[src/rtl/trace_capture_ctrl_pkg.sv]
// Shared types and defaults for the trace capture controller.
// TRACE_AVG_EN selects point averaging instead of stride decimation.
package trace_capture_ctrl_pkg;

  typedef enum logic [2:0] {
    ST_IDLE    = 3'd0,
    ST_ARMED   = 3'd1,
    ST_DELAY   = 3'd2,
    ST_CAPTURE = 3'd3,
    ST_DONE    = 3'd4
  } state_e;

  localparam int NUM_CH_DEF       = 4;
  localparam int DATA_W_DEF       = 8;
  localparam int ADDR_W_DEF       = 10;
  localparam int AVG_MAX_LOG2_DEF = 4;

  localparam int SLICE_BUS_W = 128;
  localparam int SLICE_MAX_W = 16;

  // Extract channel ch (width dw) from a packed channel bus, ch0 in the LSBs.
  function automatic logic [SLICE_MAX_W-1:0] ch_slice(input logic [SLICE_BUS_W-1:0] bus,
                                                      input int ch, input int dw);
    logic [SLICE_BUS_W-1:0] mask_v;
    mask_v = (SLICE_BUS_W'(1'b1) << dw) - SLICE_BUS_W'(1'b1);
    return SLICE_MAX_W'((bus >> (ch * dw)) & mask_v);
  endfunction

endpackage

[src/rtl/trace_capture_ctrl_if.sv]
// Trace memory write port shared by all channels; the controller drives it as master.
interface trace_capture_ctrl_if #(
  parameter int NUM_CH = 4,
  parameter int DATA_W = 8,
  parameter int ADDR_W = 10
);
  logic [NUM_CH-1:0]        w_en;
  logic [ADDR_W-1:0]        w_addr;
  logic [NUM_CH*DATA_W-1:0] w_data;

  modport master (output w_en, w_addr, w_data);
  modport slave  (input  w_en, w_addr, w_data);
endinterface

[src/rtl/trace_capture_ctrl_accum.sv]
// Per-channel point accumulator used when TRACE_AVG_EN is defined.
module trace_accum #(
  parameter int DATA_W = 8,
  parameter int ACC_W  = 12,
  parameter int N_W    = 3
) (
  input  logic              clk,
  input  logic              rstn,
  input  logic              clr,
  input  logic              add,
  input  logic [DATA_W-1:0] din,
  input  logic [N_W-1:0]    n,
  output logic [DATA_W-1:0] dout
);
  logic [ACC_W-1:0] acc_q;
  logic [ACC_W-1:0] sum_s;

  // dout includes the current sample so the point can be written on its last edge.
  assign sum_s = (clr ? {ACC_W{1'b0}} : acc_q) + ACC_W'(din);
  assign dout  = DATA_W'(sum_s >> n);

  // Running sum of the samples of the current point.
  always_ff @(posedge clk or negedge rstn) begin
    if (!rstn) begin
      acc_q <= {ACC_W{1'b0}};
    end else if (add) begin
      acc_q <= sum_s;
    end
  end
endmodule

[src/rtl/trace_capture_ctrl.sv]
// Multi-channel sensor trace acquisition controller: trigger, delay, strided capture, done/ack.
// Define TRACE_AVG_EN to store 2^n-sample averages instead of decimated samples.
module trace_capture_ctrl
  import trace_capture_ctrl_pkg::*;
#(
  parameter int NUM_CH       = NUM_CH_DEF,
  parameter int DATA_W       = DATA_W_DEF,
  parameter int ADDR_W       = ADDR_W_DEF,
  parameter int AVG_MAX_LOG2 = AVG_MAX_LOG2_DEF
) (
  input  logic                     clk,
  input  logic                     rstn,
  input  logic                     arm_i,
  input  logic                     abort_i,
  input  logic                     ack_i,
  input  logic                     trig_i,
  input  logic [15:0]              cfg_offset_i,
  input  logic [ADDR_W:0]          cfg_len_i,
  input  logic [7:0]               cfg_decim_i,
  input  logic [NUM_CH-1:0]        cfg_ch_mask_i,
  input  logic [NUM_CH*DATA_W-1:0] sens_data_i,
  trace_capture_ctrl_if.master     wr,
  output logic                     busy_o,
  output logic                     done_o,
  output logic                     retrig_o
);
  localparam logic [ADDR_W:0] DEPTH = {1'b1, {ADDR_W{1'b0}}};

  state_e                   state_q;
  logic                     trig_q, busy_q, done_q, retrig_q;
  logic [15:0]              offset_q, off_q;
  logic [7:0]               per_q, ph_q;
  logic [ADDR_W:0]          len_q, smp_q;
  logic [NUM_CH-1:0]        mask_q, w_en_q;
  logic [ADDR_W-1:0]        w_addr_q;
  logic [NUM_CH*DATA_W-1:0] w_data_q;

  logic                     trig_edge_s, cap_edge_s, strobe_s;
  logic [ADDR_W:0]          len_clamp_s;
  logic [7:0]               per_s, ph_s, ph_nxt_s, strobe_ph_s;
  logic [NUM_CH*DATA_W-1:0] sample_s;

  assign trig_edge_s = trig_i & ~trig_q;
  assign len_clamp_s = (cfg_len_i > DEPTH) ? DEPTH : cfg_len_i;
  // The phase counter only carries meaning in CAPTURE; the first capture edge is phase 0.
  assign ph_s        = (state_q == ST_CAPTURE) ? ph_q : 8'd0;
  assign ph_nxt_s    = (ph_s == per_q - 8'd1) ? 8'd0 : ph_s + 8'd1;
  assign strobe_s    = cap_edge_s & (ph_s == strobe_ph_s);

`ifdef TRACE_AVG_EN
  logic [2:0]               n_s, n_q;
  logic [SLICE_BUS_W-1:0]   sens_ext_s;
  logic                     acc_clr_s;

  assign n_s         = (cfg_decim_i[2:0] > 3'(AVG_MAX_LOG2)) ? 3'(AVG_MAX_LOG2) : cfg_decim_i[2:0];
  assign per_s       = 8'd1 << n_s;
  assign strobe_ph_s = per_q - 8'd1;
  assign sens_ext_s  = SLICE_BUS_W'(sens_data_i);
  assign acc_clr_s   = cap_edge_s & (ph_s == 8'd0);

  for (genvar c = 0; c < NUM_CH; c++) begin : g_acc
    trace_accum #(
      .DATA_W (DATA_W),
      .ACC_W  (DATA_W + AVG_MAX_LOG2),
      .N_W    (3)
    ) u_acc (
      .clk  (clk),
      .rstn (rstn),
      .clr  (acc_clr_s),
      .add  (cap_edge_s),
      .din  (DATA_W'(ch_slice(sens_ext_s, c, DATA_W))),
      .n    (n_q),
      .dout (sample_s[c*DATA_W +: DATA_W])
    );
  end

  // Averaging exponent latched on arm.
  always_ff @(posedge clk or negedge rstn) begin
    if (!rstn) begin
      n_q <= 3'd0;
    end else if (state_q == ST_IDLE && arm_i && !abort_i) begin
      n_q <= n_s;
    end
  end
`else
  assign per_s       = (cfg_decim_i == 8'd0) ? 8'd1 : cfg_decim_i;
  assign strobe_ph_s = 8'd0;
  assign sample_s    = sens_data_i;
`endif

  // Edges on which sens_data belongs to the trace window.
  always_comb begin
    cap_edge_s = 1'b0;
    case (state_q)
      ST_ARMED:   cap_edge_s = trig_edge_s & (offset_q == 16'd0);
      ST_DELAY:   cap_edge_s = (off_q == 16'd1);
      ST_CAPTURE: cap_edge_s = (smp_q < len_q);
      default:    cap_edge_s = 1'b0;
    endcase
  end

  // Control FSM, counters and registered write port.
  always_ff @(posedge clk or negedge rstn) begin
    if (!rstn) begin
      state_q  <= ST_IDLE;
      trig_q   <= 1'b0;
      busy_q   <= 1'b0;
      done_q   <= 1'b0;
      retrig_q <= 1'b0;
      offset_q <= 16'd0;
      off_q    <= 16'd0;
      per_q    <= 8'd0;
      ph_q     <= 8'd0;
      len_q    <= '0;
      smp_q    <= '0;
      mask_q   <= '0;
      w_en_q   <= '0;
      w_addr_q <= '0;
      w_data_q <= '0;
    end else begin
      trig_q <= trig_i;
      w_en_q <= '0;
      if (cap_edge_s) begin
        ph_q <= ph_nxt_s;
      end
      if (strobe_s && !abort_i) begin
        w_en_q   <= mask_q;
        w_addr_q <= smp_q[ADDR_W-1:0];
        w_data_q <= sample_s;
        smp_q    <= smp_q + 1'b1;
      end
      if (abort_i) begin
        state_q <= ST_IDLE;
        busy_q  <= 1'b0;
        done_q  <= 1'b0;
      end else begin
        case (state_q)
          ST_IDLE: begin
            if (arm_i) begin
              len_q    <= len_clamp_s;
              offset_q <= cfg_offset_i;
              per_q    <= per_s;
              mask_q   <= cfg_ch_mask_i;
              retrig_q <= 1'b0;
              smp_q    <= '0;
              if (len_clamp_s == '0) begin
                state_q <= ST_DONE;
                done_q  <= 1'b1;
              end else begin
                state_q <= ST_ARMED;
                busy_q  <= 1'b1;
              end
            end
          end
          ST_ARMED: begin
            if (trig_edge_s) begin
              off_q <= offset_q;
              if (offset_q == 16'd0) begin
                state_q <= ST_CAPTURE;
              end else begin
                state_q <= ST_DELAY;
              end
            end
          end
          ST_DELAY: begin
            if (trig_edge_s) begin
              retrig_q <= 1'b1;
            end
            off_q <= off_q - 16'd1;
            if (off_q == 16'd1) begin
              state_q <= ST_CAPTURE;
            end
          end
          ST_CAPTURE: begin
            if (trig_edge_s) begin
              retrig_q <= 1'b1;
            end
            // Leave one edge after the last strobe so done follows the final write.
            if (smp_q == len_q) begin
              state_q <= ST_DONE;
              busy_q  <= 1'b0;
              done_q  <= 1'b1;
            end
          end
          ST_DONE: begin
            if (ack_i) begin
              state_q <= ST_IDLE;
              done_q  <= 1'b0;
            end
          end
          default: begin
            state_q <= ST_IDLE;
            busy_q  <= 1'b0;
            done_q  <= 1'b0;
          end
        endcase
      end
    end
  end

  assign wr.w_en   = w_en_q;
  assign wr.w_addr = w_addr_q;
  assign wr.w_data = w_data_q;
  assign busy_o    = busy_q;
  assign done_o    = done_q;
  assign retrig_o  = retrig_q;
endmodule

[src/flat_wrapper.sv]
// flat-port wrapper written by rule: the top's interface ports become plain ports
module trace_capture_ctrl_flat import trace_capture_ctrl_pkg::*;
#(
  parameter int NUM_CH       = NUM_CH_DEF,
  parameter int DATA_W       = DATA_W_DEF,
  parameter int ADDR_W       = ADDR_W_DEF,
  parameter int AVG_MAX_LOG2 = AVG_MAX_LOG2_DEF
)
  (clk, rstn, arm_i, abort_i, ack_i, trig_i, cfg_offset_i, cfg_len_i, cfg_decim_i, cfg_ch_mask_i, sens_data_i, busy_o, done_o, retrig_o, wr_w_en, wr_w_addr, wr_w_data);
  trace_capture_ctrl_if #(.NUM_CH(NUM_CH), .DATA_W(DATA_W), .ADDR_W(ADDR_W)) wr_i ();
  input  logic clk;
  input  logic rstn;
  input  logic arm_i;
  input  logic abort_i;
  input  logic ack_i;
  input  logic trig_i;
  input  logic [15:0] cfg_offset_i;
  input  logic [ADDR_W:0] cfg_len_i;
  input  logic [7:0] cfg_decim_i;
  input  logic [NUM_CH-1:0] cfg_ch_mask_i;
  input  logic [NUM_CH*DATA_W-1:0] sens_data_i;
  output logic busy_o;
  output logic done_o;
  output logic retrig_o;
  output wire logic [$bits(wr_i.w_en)-1:0] wr_w_en;
  output wire logic [$bits(wr_i.w_addr)-1:0] wr_w_addr;
  output wire logic [$bits(wr_i.w_data)-1:0] wr_w_data;
  assign wr_w_en = wr_i.w_en;
  assign wr_w_addr = wr_i.w_addr;
  assign wr_w_data = wr_i.w_data;
  trace_capture_ctrl #(.NUM_CH(NUM_CH), .DATA_W(DATA_W), .ADDR_W(ADDR_W), .AVG_MAX_LOG2(AVG_MAX_LOG2)) u_core (.clk(clk), .rstn(rstn), .arm_i(arm_i), .abort_i(abort_i), .ack_i(ack_i), .trig_i(trig_i), .cfg_offset_i(cfg_offset_i), .cfg_len_i(cfg_len_i), .cfg_decim_i(cfg_decim_i), .cfg_ch_mask_i(cfg_ch_mask_i), .sens_data_i(sens_data_i), .wr(wr_i), .busy_o(busy_o), .done_o(done_o), .retrig_o(retrig_o));
endmodule
[config.mk]
export PLATFORM = sky130hd
export DESIGN_NAME = trace_capture_ctrl_flat
export DESIGN_NICKNAME = d
export VERILOG_FILES = /design/src/rtl/trace_capture_ctrl_pkg.sv /design/src/rtl/trace_capture_ctrl_if.sv /design/src/rtl/trace_capture_ctrl_accum.sv /design/src/rtl/trace_capture_ctrl.sv /design/src/flat_wrapper.sv
export SDC_FILE = /design/constraint.sdc
export NUM_CORES = 1
export LEC_CHECK = 0
export BUFFER_PORTS_ARGS = -buffer_cell sky130_fd_sc_hd__clkbuf_2
export CAP_MARGIN = 20
export CORE_ASPECT_RATIO = 1.75
export CORE_MARGIN = 3
export CORE_UTILIZATION = 38
export DETAILED_ROUTE_END_ITERATION = 10
export HOLD_SLACK_MARGIN = 0.12
export REMOVE_ABC_BUFFERS = 1
export SYNTH_ARGS = -nofsm -noshare
export SYNTH_HDL_FRONTEND = slang
export SYNTH_HIERARCHICAL = 1
export SYNTH_SLANG_ARGS = --single-unit
[constraint.sdc]
create_clock -name clk -period 2.2 [get_ports clk]
set_input_delay 0.44 -clock clk [delete_from_list [all_inputs] [get_ports clk]]
set_output_delay 0.44 -clock clk [all_outputs]
set_load 0.02 [all_outputs]
# After elaboration in Yosys (flattened, before gate mapping)
# Cells that the tools add are included.
# W data, S select, Z words.
# word_totals
reg_bits,127
input_bits,77
# classes
bitwise_logic,5
muxes,35
reduce_logical,18
add_sub_neg,4
eq_ne,19
n_lt_le_gt_ge,2
# ops
operator,count
$mux W11,5
$pmux W16 S2,1
$mux W8,3
$mux W3,7
$eq A16 B1 Y1 const B,1
$logic_not A16 Y1,1
$logic_not A8 Y1,2
$mux W16,1
$sub A16 B1 Y16 const B,1
$pmux W3 S5,1
$mux W1,12
$ne A3 B3 Y1 const B,4
$add A11 B1 Y11 const B,1
$eq A11 B11 Y1,1
$gt A11 B11 Y1 const B,1
$logic_not A11 Y1,1
$lt A11 B11 Y1,1
$reduce_and A5 Y1,2
$ne A3 B2 Y1 const B,3
$add A8 B1 Y8 const B,1
$eq A8 B8 Y1,1
$ne A2 B1 Y1 const B,4
$reduce_and A4 Y1,2
$sub A8 B1 Y8 const B,1
other kinds (17),25

# Depth between registers and ports, before layout
# Gate-level depths: netlist (run 1).
# logic_depth
depth_word,10
depth_mapped,12
ltp_nobuf,10

# Worst setup path after synthesis (run 1)
# OpenSTA, ideal clock, no wires.
# synth_path
path_kind,reg-to-reg
from,register u_core.per_q[2]
to,register u_core.ph_q[4]
slack_ns,-0.294
required_time_ns,2.076
t_arrival_ns,2.370
setup_time_ns,0.124
stages_incl_launch_ff,10
cell_sequence,dfrtp_1 > buf_6 > or3_4 > or4_1 > a211o_1 > a21oi_2 > nand3_2 > o21ai_4 > nor4_1 > a211o_1
# synth_via
elab_chain_cells,3
# synth_rtl
element,line,rtl
"start, declared",trace_capture_ctrl.sv:32,"logic [7:0] per_q, ph_q;"
"start signal, assigned",trace_capture_ctrl.sv:142,per_q <= per_s;
$sub A8 B1 Y8,trace_capture_ctrl.sv:47,assign ph_nxt_s = (ph_s == per_q - 8'd1) ? 8'd0 : ph_s + 8'd1;
$eq A8 B8 Y1,trace_capture_ctrl.sv:47,
$mux W8,trace_capture_ctrl.sv:47,
"end signal, assigned",trace_capture_ctrl.sv:124,ph_q <= ph_nxt_s;
"end, declared",trace_capture_ctrl.sv:32,
# No other way between the ends.
# A chain may end at the register's enable or synchronous reset.

# Final worst setup path (run 1)
# layout_path
from,register u_core.per_q[2]
to,register u_core.ph_q[5]
# Same word-level chain as after synthesis.

==> impl_metrics.py, run 1 <==
metrics = {
    "clock_network": {
        "htree_levels": 4,
        "cts_buffers": 17,
        "root_buffer": "clkbuf_16",
        "clk-insertion-delay-late_ns": 0.41,
        "cts_buffer_depth": 2,
        "path_clk_slew_ns": 0.06,
        "cts_tree": "yes",
        "clock_sinks": 127,
    },
    "placement": {
        "dp_hpwl_mm": 12.9,
        "port_buffers": 125,
        "gp_congestion": 0.831,
        "placedCellCount": 1081,
    },
    "synth": {
        "yosys.area.top_type": "dfrtp_1",
        "synth_seq_area_share_pct": 49.6,
        "syn_avg_cell_area_um2": 9.55,
        "netlist_instances": 671,
        "yosys.area.top_type_share_pct": 49.6,
        "yosysWarnings": 6,
        "synth.distinct_cells": 59,
        "ys_top_cells_by_area": "dfrtp_1 50%, mux2_1 7.4%, nand2_1 6.9%, ha_1 3.3%, a21oi_1 2.7%",
        "ys_async_sr_fraction_pct": 100,
        "synth_edf_count": 0,
        "yosysMostFrequentCell": "dfrtp_1",
        "synthTopCellsByCount": "127 x dfrtp_1, 118 x nand2_1, 42 x mux2_1",
        "ys.flop_type": "dfrtp_1",
        "ys_ff_latch": 127,
        "synth_area_mm2": 0.00641,
    },
    "global_routing": {
        "grt_pass1_vias": 6098,
        "grt_max_degree": 43,
        "antenna_found_initial": 0,
        "track_usage_pct": 19.7,
        "grt-ovfl-total": 0,
        "grt_pass1_wl_mm": 29.5,
    },
    "floorplan": {
        "start_util_pct": 39.0,
        "rows": 62,
        "core_mm2": 0.0164,
        "die_width_um": 104,
        "die_h_um": 178,
        "ios": 126,
        "dieArea_mm2": 0.0185,
    },
    "critical_path": {
        "worst-setup-path-type": "flip-flop to flip-flop",
        "worstPathMaxFanout": 4,
        "crit_required_ns": 2.50,
        "cp.arrival_ns": 2.80,
        "reg2reg_setup_slack_ns": -0.30,
        "cp-end-kind": "flip-flop",
        "cp-start-kind": "flip-flop",
    },
    "power": {
        "power_density_mw_per_mm2": 1230,
        "ir_drop_mv": 0.713,
        "p_leak_nw": 4.48,
    },
    "layout": {
        "utilization_pct": 55.8,
        "insertedDiodeCount": 0,
        "finish.net_count": 989,
        "syn_to_final_growth_pct": 43.1,
        "drive_gt1_share_pct": 38.7,
        "final_cells": 1131,
    },
    "timing": {
        "slew_headroom_pct": 61.6,
        "finalClockSkew_ns": 0.0109,
        "tns_ns": -14.42,
        "setup_viol": 69,
        "finalMaxSlewViolations": 0,
        "whs_ns": 0.156,
        "worst_slack_ns": -0.297,
        "hold_viol_final": 0,
        "rsz0062_at_grt": "yes",
        "finalCriticalPeriod_ns": 2.50,
        "timing.fmax_ghz": 0.400,
        "fin_crit_sh_pct": 114,
        "worstMarginPinSlew_ns": 0.575,
    },
    "detailed_routing": {
        "drtPass1Iterations": 5,
        "wire_per_inst_um": 16.0,
        "remaining_drc_errors": 0,
        "wirelength_mm": 18.1,
        "drtIter0Drc": 218,
        "vias_per_cell": 5.13,
        "final_antenna_net_count": 0,
        "num_vias": 5806,
    },
    "outcome": {
        "violations": "setup timing",
        "status": "finished, violations left",
    },
    "run": {
        "drv_cap": 0,
    },
    "min_path": {
        "hold_class": "input port to flip-flop",
    },
}
==> kinds of logic (layout without fill, tap and decap cells) <==
kind of cell / count (synthesis) / in the layout / synth area share (%)
xor+xnor: 19 / 19 / 2.60
buf+inv: 66 / 302 / 4.30
simple gates: 275 / 275 / 21.0
flops: 127 / 127 / 49.6
mux: 44 / 44 / 7.69
fa+ha+maj: 17 / 17 / 3.32
compound gates: 123 / 123 / 11.5
==> critical path: stages (launching register included) <==
cell	delay, ns
dfrtp_1	0.37
or3_4	0.39
or4_1	0.48
a211o_1	0.29
a21oi_2	0.18
nand3_2	0.14
o21ai_4	0.21
buf_6	0.15
a21oi_2	0.03
a21o_1	0.15
==> through the flow <==
step	total power (W)	area, um^2	setup slack [ns]
floorplan	0.00601	6230	-2.01
global placement	0.00786	7980	-0.389
detailed placement	0.00802	7980	-0.471
CTS	0.0113	9030	-0.283
global route	0.0120	9170	-0.399
finish	0.0113	9170	-0.297
==> final timing paths <==
kind / startpoint / end / cells after the start
max in group asynchronous: rstn / u_core/wr.w_data[21] / 3
min in group asynchronous: rstn / u_core/offset_q[8] / 2
worst max register to register: u_core/per_q[2] / u_core/ph_q[5] / 9
worst max-delay path: u_core/per_q[2] / u_core/ph_q[5] / 9
worst min register to register: u_core/len_q[0] / u_core/len_q[0] / 2
worst min-delay path: trig_i / u_core/trig_q / 1
==> area by class of cell <==
cell class                      count  area, um^2
Tap cell                          224         280
Timing Repair Buffer              244        1710
Clock buffer                       20         447
Multi-Input combinational cell    478        3310
Sequential cell                   127        3180
Clock inverter                     11         141
Inverter                           27         101
Fill cell                        1513        7280
==> what timing repair did <==
item / CTS / global route
endpoints found under the hold margin: 36 / 0
cloned: 4 / 1
resized for setup: 63 / 27
buffers inserted: 9 / 6
endpoints found under the setup margin: 69 / 76
hold buffers: 1 / 0
pin swaps: 18 / 21
==> cells in the final DEF (no fill, tap or decap), types with 5 or more instances in the layout <==
cell and instances:
a21oi_1 31, a21oi_2 5, buf_12 8, buf_4 101, buf_6 7, clkbuf_16 18
clkbuf_2 124, dfrtp_1 127, ha_1 14, inv_1 23, mux2_1 19, mux2_4 23
nand2_1 117, nand2b_1 5, nand3_1 14, nand3b_1 12, nand4_1 7, nor2_1 39
nor2b_1 5, nor3_1 13, nor3_2 5, nor3_4 6, nor4_1 10, o21ai_0 31
o21ai_1 13, o22ai_1 5, xnor2_1 13, xor2_1 5
==> registers in the layout, summed over array words and instances, names as in the netlist, 3 cells and up <==
signal and cells:
u_core/off_q 16, u_core/state_q 3, u_core/mask_q 4, u_core/offset_q 16, u_core/wr.w_en 4, u_core/smp_q 11
u_core/len_q 11, u_core/wr.w_addr 10, u_core/wr.w_data 32, u_core/ph_q 8, u_core/per_q 8
==> where the power goes <==
part | switching (W) | internal (W)
sequential | 0.000573 | 0.00319
combinational | 0.00246 | 0.00226
clock | 0.00102 | 0.00180
total | 0.00405 | 0.00725
==> layer usage <==
layer	vias to the layer above	track usage (%)	routed length, um
li1	2799	-	-
met1	2841	21.3	6790
met2	126	37.5	10200
met3	40	3.06	505
met4	0	8.76	587
met5	-	0	0
No activity file was read; power rests on OpenSTA's default activity.
==> run 2, diff against run 1 <==
RECOVER_POWER = 25   (was unset)
==> impl_metrics.py, run 2 (same netlist as run 1, synthesis figures left out) <==
metrics = {
    "detailed_routing": {
        "wire_per_inst_um": 16.0,
        "drtIter0Drc": 217,
        "drtPass1Iterations": 5,
        "final_antenna_net_count": 0,
        "vias_per_cell": 5.11,
        "remaining_drc_errors": 0,
        "wirelength_mm": 18.1,
        "num_vias": 5784,
    },
    "floorplan": {
        "die_width_um": 104,
        "dieArea_mm2": 0.0185,
        "rows": 62,
        "die_h_um": 178,
        "ios": 126,
        "start_util_pct": 39.0,
        "core_mm2": 0.0164,
    },
    "timing": {
        "hold_viol_final": 0,
        "worstMarginPinSlew_ns": 1.08,
        "slew_headroom_pct": 28.3,
        "fin_crit_sh_pct": 114,
        "setup_viol": 69,
        "rsz0062_at_grt": "yes",
        "timing.fmax_ghz": 0.400,
        "finalMaxSlewViolations": 0,
        "worst_slack_ns": -0.297,
        "whs_ns": 0.154,
        "finalCriticalPeriod_ns": 2.50,
        "finalClockSkew_ns": 0.0110,
    },
    "critical_path": {
        "worst-setup-path-type": "flip-flop to flip-flop",
        "reg2reg_setup_slack_ns": -0.30,
        "worstPathMaxFanout": 4,
        "reg2reg_from": "u_core/per_q[2]",
        "crit_required_ns": 2.50,
        "r2r_end": "u_core/ph_q[5]",
        "cp-start-kind": "flip-flop",
        "cp.arrival_ns": 2.80,
        "rr_worst_depth": 9,
        "cp-end-kind": "flip-flop",
    },
    "global_routing": {
        "antenna_found_initial": 0,
        "track_usage_pct": 19.7,
        "grt-ovfl-total": 0,
        "grt_pass1_wl_mm": 29.5,
        "grt_max_degree": 43,
        "grt_pass1_vias": 6098,
    },
    "layout": {
        "largest_reg_flops": 32,
        "insertedDiodeCount": 0,
        "final-seq-area_mm2": 0.00318,
        "finish.net_count": 989,
        "drive_gt1_share_pct": 38.7,
        "multiInputGateArea_mm2": 0.00331,
        "syn_to_final_growth_pct": 42.9,
        "final_cell_mix": "127 x dfrtp_1, 125 x clkbuf_2, 117 x nand2_1",
        "utilization_pct": 55.7,
        "final_common_cell": "dfrtp_1",
        "fill_cells": 1514,
        "final_area_mm2": 0.00916,
    },
    "placement": {
        "place_ws_ns": -0.471,
        "dp_hpwl_mm": 12.9,
        "placed_cell_area_mm2": 0.00798,
        "gp_congestion": 0.831,
        "port_buffers": 125,
    },
    "clock_network": {
        "cts_tree": "yes",
        "htree_levels": 4,
        "clk-insertion-delay-late_ns": 0.41,
        "path_clk_slew_ns": 0.06,
        "cts_buffer_depth": 2,
        "root_buffer": "clkbuf_16",
        "clock_sinks": 127,
        "cts_buffers": 17,
    },
    "min_path": {
        "hold_class": "input port to flip-flop",
        "worstHoldStart": "trig_i",
        "holdPathStages": 1,
        "whs_endpoint": "u_core/trig_q",
    },
    "run": {
        "drv_cap": 0,
    },
    "outcome": {
        "status": "finished, violations left",
        "violations": "setup timing",
    },
    "power": {
        "ir_drop_mv": 0.713,
        "power_density_mw_per_mm2": 1230,
        "p_leak_nw": 4.47,
    },
}
[run 2: timing repair]
item | 4_1_cts | 5_1_grt
pin swaps | 18 | 21
setup endpoints to repair | 69 | 76
gates resized for setup | 63 | 27
gates cloned | 4 | 1
hold buffers | 1 | 0
endpoints found under the hold margin | 36 | 0
buffers inserted | 9 | 6
[run 2: final cells by class]
type / count / share of cell area (%)
Multi-Input combinational cell: 478 / 36.2
Sequential cell: 127 / 34.7
Tap cell: 224 / 3.06
Timing Repair Buffer: 244 / 18.5
Inverter: 27 / 1.11
Clock buffer: 20 / 4.88
Clock inverter: 11 / 1.54
[run 2: report_power, final]
part	switching (W)	internal, W
Clock	0.00103	0.00180
Combinational	0.00246	0.00226
Sequential	0.000573	0.00319
Total	0.00405	0.00725
[run 2: per-stage QoR]
stage / TNS [ns] / total power [W] / std cells
2_1_floorplan: -99.37 / 0.00601 / 632
3_3_place_gp: -22.30 / 0.00786 / 1081
3_5_place_dp: -26.75 / 0.00802 / 1081
4_1_cts: -15.45 / 0.0113 / 1126
5_1_grt: -23.80 / 0.0120 / 1131
6_report: -14.70 / 0.0113 / 1131
[run 2: how the worst max path moves through the flow]
stage,start,endpoint,slack (ns),depth (start not counted)
final,u_core/per_q[2],u_core/ph_q[5],-0.30,9
after global routing,u_core/smp_q[8],u_core/wr.w_addr[5],-0.40,10
after CTS,u_core/len_q[9],u_core/wr.w_addr[5],-0.28,12
after detailed placement,u_core/smp_q[9],u_core/wr.w_addr[8],-0.47,9
after global placement,u_core/smp_q[9],u_core/wr.w_data[5],-0.39,9
after floorplan,u_core/off_q[7],u_core/smp_q[1],-2.01,8
[run 2: worst max-delay path: stages, from the launching register on]
cell and delay (ns):
dfrtp_1 0.37, or3_4 0.39, or4_1 0.48, a211o_1 0.29
a21oi_2 0.18, nand3_2 0.14, o21ai_4 0.21, buf_6 0.15
a21oi_2 0.03, a21o_1 0.15
[run 2: routing by layer]
| metal | track usage (%) | part of all wire (%) | wire length [um] | vias to the layer above |
|---|---|---|---|---|
| li1 | - | - | - | 2799 |
| met1 | 21.3 | 38 | 6810 | 2823 |
| met2 | 37.5 | 56 | 10200 | 123 |
| met3 | 3.06 | 2.8 | 506 | 39 |
| met4 | 8.76 | 3.3 | 594 | 0 |
| met5 | 0 | 0 | 0 | - |
==> run 3, diff against run 2 <==
CTS_BUF_LIST = sky130_fd_sc_hd__clkbuf_4 sky130_fd_sc_hd__clkbuf_8   (was unset)
==> impl_metrics.py, run 3 (same netlist as run 1, synthesis figures left out) <==
metrics = {
    "global_routing": {
        "grt-ovfl-total": 0,
        "grt_pass1_wl_mm": 29.8,
        "grt_max_degree": 43,
        "track_usage_pct": 20.0,
        "antenna_found_initial": 0,
        "grt_pass1_vias": 6163,
    },
    "clock_network": {
        "cts_buffer_depth": 2,
        "clk-insertion-delay-late_ns": 0.42,
        "htree_levels": 4,
        "path_clk_slew_ns": 0.08,
        "root_buffer": "clkbuf_8",
        "cts_buffers": 17,
        "clock_sinks": 127,
        "cts_tree": "yes",
    },
    "timing": {
        "timing.fmax_ghz": 0.400,
        "fin_crit_sh_pct": 114,
        "setup_viol": 69,
        "rsz0062_at_grt": "yes",
        "tns_ns": -14.11,
        "hold_viol_final": 0,
        "finalMaxSlewViolations": 0,
        "finalCriticalPeriod_ns": 2.50,
        "finalClockSkew_ns": 0.0184,
        "worst_slack_ns": -0.299,
        "slew_headroom_pct": 28.8,
        "worstMarginPinSlew_ns": 1.07,
    },
    "power": {
        "ir_drop_mv": 0.655,
        "power_density_mw_per_mm2": 1180,
        "p_leak_nw": 4.41,
    },
    "floorplan": {
        "dieArea_mm2": 0.0185,
        "core_mm2": 0.0164,
        "start_util_pct": 39.0,
        "ios": 126,
        "die_h_um": 178,
        "rows": 62,
        "die_width_um": 104,
    },
    "detailed_routing": {
        "final_antenna_net_count": 0,
        "drtIter0Drc": 213,
        "remaining_drc_errors": 0,
        "wirelength_mm": 18.5,
        "drtPass1Iterations": 5,
        "num_vias": 5897,
        "wire_per_inst_um": 16.3,
        "vias_per_cell": 5.21,
    },
    "critical_path": {
        "crit_required_ns": 2.49,
        "worstPathMaxFanout": 3,
        "cp-end-kind": "flip-flop",
        "cp-start-kind": "flip-flop",
        "worst-setup-path-type": "flip-flop to flip-flop",
        "cp.arrival_ns": 2.79,
    },
    "outcome": {
        "violations": "setup timing",
        "status": "finished, violations left",
    },
    "placement": {
        "dp_hpwl_mm": 12.9,
        "placedCellCount": 1081,
        "gp_congestion": 0.831,
        "port_buffers": 125,
        "place_ws_ns": -0.471,
    },
    "layout": {
        "final_cells": 1132,
        "largest_reg_flops": 32,
        "final_cell_mix": "127 x dfrtp_1, 125 x clkbuf_2, 118 x nand2_1",
        "fill_cells": 1520,
        "drive_gt1_share_pct": 40.9,
        "finish.net_count": 990,
        "insertedDiodeCount": 0,
        "syn_to_final_growth_pct": 41.6,
        "final_common_cell": "dfrtp_1",
    },
    "min_path": {
        "hold_class": "input port to flip-flop",
    },
    "run": {
        "drv_cap": 0,
    },
}
run 3: cell count changes in the layout (fill, tap and decap cells not counted), moves of 16 or more:
| cell | previous run | this run |
|---|---|---|
| mux2_1 | 19 | 0 |
| mux2_4 | 23 | 42 |
| clkbuf_8 | 1 | 18 |
| clkbuf_16 | 18 | 2 |
run 3: critical path, cell delays in order (launching register included):
cell and delay, ns:
dfrtp_1 0.37, or3_4 0.39, or4_1 0.48, a211o_1 0.28, a21oi_2 0.18, nand3_2 0.14
o21ai_4 0.20, nor4_1 0.07, a211o_1 0.26
run 3: through the flow:
stage	hold WS (ns)	total power, W	util, %	cell area (um^2)
finish	0.205	0.0107	55.2	9070
global route	0.185	0.0114	55.2	9070
floorplan	0.144	0.00601	-	6230
global placement	0.451	0.00786	48.5	7980
detailed placement	0.460	0.00802	48.5	7980
CTS	0.182	0.0106	54.2	8920
run 3: cell type report:
cell class                      instances  area (um^2)  area share [%]
Clock buffer                           20          263            2.90
Clock inverter                         11          141            1.56
Inverter                               27          101            1.12
Multi-Input combinational cell        478         3380            37.2
Sequential cell                       127         3180            35.0
Tap cell                              224          280            3.09
Timing Repair Buffer                  245         1730            19.1
run 3: worst paths after layout:
path,start,slack [ns],endpoint,depth (start not counted)
max in group asynchronous,rstn,0.35,u_core/off_q[13],3
worst min-delay path,cfg_offset_i[10],0.21,u_core/offset_q[10],3
worst max register to register,u_core/per_q[2],-0.30,u_core/ph_q[4],8
worst min register to register,u_core/len_q[0],0.48,u_core/len_q[0],2
min in group asynchronous,rstn,0.74,u_core/offset_q[8],2
worst max-delay path,u_core/per_q[2],-0.30,u_core/ph_q[4],8
run 3: what timing repair did:
action / in CTS / in global routing
setup endpoints to repair: 69 / 76
endpoints found under the hold margin: 37 / 0
hold buffers: 2 / 0
buffers inserted: 9 / 6
gates cloned: 4 / 2
resized for setup: 79 / 26
pin swaps: 22 / 23
run 3: report_power, final:
group          internal (W)  leakage, nW  switching (W)
Clock               0.00116        0.201       0.000935
Sequential          0.00318         1.62       0.000577
Combinational       0.00237         2.59        0.00249
run 3: routing by layer:
| layer | GRT usage (%) | part of all wire [%] |
|---|---|---|
| met5 | 0 | 0 |
| met4 | 8.82 | 3.9 |
| met3 | 3.17 | 3.3 |
| met2 | 38.5 | 56 |
| met1 | 21.2 | 37 |
